[src/rtl/fsic_io_serdes_rx_link_ctrl.sv]
// Link bring-up controller for the FSIC IO SERDES RX path: sequences rxen,
// trains on a fixed word pattern and forwards received words once the link is up.
module fsic_io_serdes_rx_link_ctrl #(
    parameter int unsigned              pCLK_RATIO     = 4,
    parameter logic [pCLK_RATIO-1:0]    pTRAIN_PATTERN = 4'hA,
    parameter int unsigned              pTRAIN_CNT     = 8,
    parameter int unsigned              pTIMEOUT       = 64,
    parameter int unsigned              pOFF_CYCLES    = 4,
    parameter int unsigned              pMAX_RETRY     = 3
) (
    input  logic                                coreclk,
    input  logic                                axis_rst_n,
    input  logic                                link_en,
    input  logic [pCLK_RATIO-1:0]               rxdata_in,
    input  logic                                rxdata_in_valid,
    output logic                                rxen,
    output logic                                link_up,
    output logic                                link_fail,
    output logic [pCLK_RATIO-1:0]               rxdata_out,
    output logic                                rxdata_out_valid,
    output logic [$clog2(pMAX_RETRY+1)-1:0]     retry_cnt
);

    localparam int unsigned TMR_W = $clog2(pTIMEOUT);
    localparam int unsigned MCH_W = $clog2(pTRAIN_CNT + 1);
    localparam int unsigned OFF_W = $clog2(pOFF_CYCLES + 1);
    localparam int unsigned RTY_W = $clog2(pMAX_RETRY + 1);

    localparam logic [TMR_W-1:0] TMR_LAST  = TMR_W'(pTIMEOUT - 1);
    localparam logic [MCH_W-1:0] MCH_LAST  = MCH_W'(pTRAIN_CNT - 1);
    localparam logic [OFF_W-1:0] OFF_LAST  = OFF_W'(pOFF_CYCLES - 1);
    localparam logic [RTY_W-1:0] RTY_LIMIT = RTY_W'(pMAX_RETRY);

    typedef enum logic [2:0] {
        S_IDLE,
        S_ENABLE,
        S_WAIT_VALID,
        S_TRAIN,
        S_RETRY,
        S_LINK_UP,
        S_FAIL
    } state_e;

    state_e                  state_q, state_d;
    logic [TMR_W-1:0]        timer_q, timer_d;
    logic [MCH_W-1:0]        match_cnt_q, match_cnt_d;
    logic [OFF_W-1:0]        off_cnt_q, off_cnt_d;
    logic [RTY_W-1:0]        retry_cnt_q, retry_cnt_d;
    logic                    rxen_q, rxen_d;
    logic                    link_up_q, link_up_d;
    logic                    link_fail_q, link_fail_d;
    logic [pCLK_RATIO-1:0]   rxdata_out_q, rxdata_out_d;
    logic                    rxdata_out_valid_q, rxdata_out_valid_d;
    logic                    fwd;

    always_comb begin
        state_d      = state_q;
        timer_d      = timer_q;
        match_cnt_d  = match_cnt_q;
        off_cnt_d    = off_cnt_q;
        retry_cnt_d  = retry_cnt_q;
        rxdata_out_d = rxdata_out_q;

        case (state_q)
            S_IDLE: begin
                if (link_en) state_d = S_ENABLE;
            end
            S_ENABLE: begin
                timer_d = '0;
                state_d = S_WAIT_VALID;
            end
            S_WAIT_VALID: begin
                if (rxdata_in_valid) begin
                    state_d     = S_TRAIN;
                    timer_d     = '0;
                    match_cnt_d = '0;
                end else if (timer_q == TMR_LAST) begin
                    state_d = S_RETRY;
                end else begin
                    timer_d = timer_q + 1'b1;
                end
            end
            S_TRAIN: begin
                // A completing match outranks a timeout in the same cycle.
                if (rxdata_in == pTRAIN_PATTERN) begin
                    if (match_cnt_q == MCH_LAST) state_d = S_LINK_UP;
                    else                         match_cnt_d = match_cnt_q + 1'b1;
                end else begin
                    match_cnt_d = '0;
                end
                if (state_d != S_LINK_UP) begin
                    if (timer_q == TMR_LAST) state_d = S_RETRY;
                    else                     timer_d = timer_q + 1'b1;
                end
            end
            S_RETRY: begin
                if (off_cnt_q == OFF_LAST) begin
                    state_d = (retry_cnt_q == RTY_LIMIT) ? S_FAIL : S_ENABLE;
                end else begin
                    off_cnt_d = off_cnt_q + 1'b1;
                end
            end
            S_LINK_UP: begin
                if (!rxdata_in_valid) state_d = S_RETRY;
            end
            S_FAIL: begin
                state_d = S_FAIL;
            end
            default: state_d = S_IDLE;
        endcase

        if (state_q != S_IDLE && !link_en) state_d = S_IDLE;

        if (state_d == S_RETRY && state_q != S_RETRY) begin
            off_cnt_d   = '0;
            retry_cnt_d = (retry_cnt_q == RTY_LIMIT) ? retry_cnt_q : retry_cnt_q + 1'b1;
        end
        if (state_d == S_IDLE || state_d == S_LINK_UP) retry_cnt_d = '0;

        // Outputs are registered against the next state so they line up with it.
        rxen_d      = (state_d == S_WAIT_VALID) || (state_d == S_TRAIN) || (state_d == S_LINK_UP);
        link_up_d   = (state_d == S_LINK_UP);
        link_fail_d = (state_d == S_FAIL);

        fwd                = (state_q == S_LINK_UP) && (state_d == S_LINK_UP);
        rxdata_out_valid_d = fwd;
        if (fwd) rxdata_out_d = rxdata_in;
    end

    always_ff @(posedge coreclk or negedge axis_rst_n) begin
        if (!axis_rst_n) begin
            state_q            <= S_IDLE;
            timer_q            <= '0;
            match_cnt_q        <= '0;
            off_cnt_q          <= '0;
            retry_cnt_q        <= '0;
            rxen_q             <= 1'b0;
            link_up_q          <= 1'b0;
            link_fail_q        <= 1'b0;
            rxdata_out_q       <= '0;
            rxdata_out_valid_q <= 1'b0;
        end else begin
            state_q            <= state_d;
            timer_q            <= timer_d;
            match_cnt_q        <= match_cnt_d;
            off_cnt_q          <= off_cnt_d;
            retry_cnt_q        <= retry_cnt_d;
            rxen_q             <= rxen_d;
            link_up_q          <= link_up_d;
            link_fail_q        <= link_fail_d;
            rxdata_out_q       <= rxdata_out_d;
            rxdata_out_valid_q <= rxdata_out_valid_d;
        end
    end

    assign rxen             = rxen_q;
    assign link_up          = link_up_q;
    assign link_fail        = link_fail_q;
    assign rxdata_out       = rxdata_out_q;
    assign rxdata_out_valid = rxdata_out_valid_q;
    assign retry_cnt        = retry_cnt_q;

endmodule

[config.mk]
export PLATFORM = sky130hd
export DESIGN_NAME = fsic_io_serdes_rx_link_ctrl
export DESIGN_NICKNAME = d
export VERILOG_FILES = /design/src/rtl/fsic_io_serdes_rx_link_ctrl.sv
export SDC_FILE = /design/constraint.sdc
export NUM_CORES = 1
export LEC_CHECK = 0
export BUFFER_PORTS_ARGS = -buffer_cell sky130_fd_sc_hd__buf_4
export CORE_MARGIN = 1.5
export CORE_UTILIZATION = 45
export DETAILED_ROUTE_END_ITERATION = 12
export GPL_ROUTABILITY_DRIVEN = 0
export GPL_TIMING_DRIVEN = 0
export SETUP_SLACK_MARGIN = 0.1
export SYNTH_ARGS = -nofsm -noshare
export SYNTH_HDL_FRONTEND = slang
export SYNTH_SLANG_ARGS = --single-unit
[constraint.sdc]
create_clock -name coreclk -period 3.15 [get_ports coreclk]
set_clock_uncertainty 0.05 [all_clocks]
set_input_delay 0.1575 -clock coreclk [delete_from_list [all_inputs] [get_ports coreclk]]
set_output_delay 0.1575 -clock coreclk [all_outputs]
set_load 0.01 [all_outputs]
==> metrics <==
status completed; async set-reset flop share out of synthesis 100%; worst slew pin tran 0.848 ns; multi-input logic area ~850 µm²; residual DRC count 0; height of the die 61.7 µm; total power 929 µW; nets 188; CTS root buffer clkbuf_4; CP cell instances ha_1, and3b_1, a211o_1, a311oi_2, nor4_4, mux2_4; Yosys Warn Count 0; Final min period around 2.6 ns; data required time at the worst endpoint between 3 and 4 ns; post-route setup TNS 0 ns; vias in the first global route between 1000 and 1500; Final Instance Area 0.00177 mm²; Fin Hold WS roughly 0.033 ns; Final Max Slew Viols 0; synth cell count leaders dfrtp_1 (26), a21oi_1 (12), nand3_1 (12); Port Buffers 17; type of destination of the critical path flop; cts repair resizes 0; Core Rows 21; Initial Util 46.8%; P&R area growth vs syn 14.1%; final wirelength 3230 µm; Fin. Hold Viols 0; final core occ 53.4%; Worst Hold Class in -> reg; Mapped Cells 152; fin crit share between 80 and 90%; filler instances 333; ys flop type dfrtp_1; Mean Syn Cell Area between 10 and 15 µm²; Final HPWL DP 2440 µm; PD cells 526 mW/mm²; die area approximately 0.0038 mm²; layout cells sized above 1 23.1%; largest net degree at the start of global routing 27; WS Path Type reg -> reg; total global routing track utilization roughly a fifth; CP max FO 7; top post-synthesis cells by area dfrtp_1 (42%), ha_1 (4.0%), a21oi_1 (3.9%), nand3_1 (3.9%), mux2_4 (3.9%); post-CTS setup buffers 0; # setup viols final 0; Slew Limit Headroom 43.0%; register area 651 µm²; Critical path buffers and inverters 0; antenna-violating nets left 0; Leak 0.752 nW; Pre-Repair DR Iteration Count 4; Sink Count 26; initial antenna violation count 0; Synth area leader dfrtp_1; worst skew pair latency around 0.32 ns; MaxCap Viol Count 0; WL/cell 14.8 µm; num ports 18; Fmax achieved between 0.3 and 0.4 GHz; Peak VDD IR 400 µV; Avg Vias per Cell 5.87; Yosys cell types 56; slowest stage delay, CP ~0.67 ns; DR vias 1286; Synth Net Count 165; synthesized cell area roughly 0.0015 mm²; H-tree Lvls 1; count leader, synth dfrtp_1; GR Overflow Total 0; #FFs+latches synth 26; Seq/Total Area, Yosys 42.0%; RSZ-0062 raised after global routing false; Clock Path Buffers 2; top cell type's share of synthesized area 42.0%; Critical Path AT about 2.7 ns; Detailed Route Iter0 Violations between 70 and 80; Worst-path clk slew 0.13 ns; Antenna diodes 0; Post-synth EDFFs 0; first-pass GRT wire length roughly 5400 µm; Cell Area, Placed 0.00173 mm²; CP Launch Type flop; core box area ~0.0033 mm²; Die W 61.7 µm; TritonCTS Buffers 3; Worst R2R Setup Slack 0.58 ns; CTS tree yes; CP max stage cell a311oi_2; delay-heaviest family, CP compound AO/OA/AOI/OAI gates
[metal layers]
layer | wire [µm] | share of wire, % | global-route usage, %
met1 | 1570 | 49 | 25.9
met2 | 1530 | 47 | 30.8
met3 | 88 | 2.7 | 2.10
met4 | 45 | 1.4 | 6.38
met5 | 0 | 0 | 0
[placed cells by master (no fill, tap or decap), types with 2 or more instances in the layout]
master	instances
nand2_1	9
and3_1	3
o41ai_1	2
o21ai_0	6
o22ai_1	2
nand3_1	12
nand4bb_1	2
ha_1	5
inv_1	4
a211o_1	2
nor3_1	3
nor2b_1	2
nand4_1	4
buf_4	19
mux2_4	4
o31ai_1	2
dfrtp_1	26
nand3b_1	4
buf_2	2
nor2_1	8
nand2b_1	2
a21oi_1	12
clkbuf_4	3
[final timing paths]
check,from,to,depth (start not counted)
max,match_cnt_q[0],rxdata_out[1],6
min,rxdata_in[3],rxdata_out[3],2
max reg2reg,match_cnt_q[0],rxdata_out[1],6
min reg2reg,match_cnt_q[3],match_cnt_q[3],1
max in group asynchronous,axis_rst_n,timer_q[1],2
min in group asynchronous,axis_rst_n,off_cnt_q[2],2
[through the flow]
stage / setup slack [ns] / cells
after global routing: 0.452 / 219
after global placement: 0.608 / 215
after CTS: 0.568 / 219
final: 0.580 / 219
after floorplan: 0.827 / 152
after detailed placement: 0.611 / 215
[layout make-up]
cell class                 instances  share of cell area (%)
multi-input combinational        117                    47.9
sequential                        26                    36.8
timing repair buffer              18                    7.79
tap                               46                    3.26
buffer                             5                    2.05
clock buffer                       3                    1.27
inverter                           4                   0.850
[state kept, by name, summed over array words and instances, names as in the netlist]
name,count
match_cnt_q,4
link_fail,1
timer_q,6
link_up,1
off_cnt_q,3
rxdata_out,4
retry_cnt,2
state_q,3
rxdata_out_valid,1
rxen,1
[logic make-up (layout without fill, tap and decap cells)]
logic type      count (synthesis)  after routing  share of synthesized area, %
compound gates                 43             43                          20.0
xor+xnor                        1              1                         0.566
fa+ha+maj                       5              5                          4.04
buf+inv                         9             30                          3.31
flops                          26             26                          42.0
mux                             6              6                          5.25
simple gates                   62             62                          24.9
[repair_timing]
item	in CTS	in global routing
endpoints found under the hold margin	26	0
hold buffers	1	0
endpoints found under the setup margin	0	0
[report_power, final]
group / switching (mW) / internal (mW) / leakage (nW) / total, mW
registers: 0.0274 / 0.366 / 0.341 / 0.393
clock network: 0.0919 / 0.0448 / 0.0138 / 0.137
logic: 0.253 / 0.147 / 0.397 / 0.400
total: 0.372 / 0.557 / 0.752 / 0.929
Note: power is estimated with default switching activity, not from simulation.
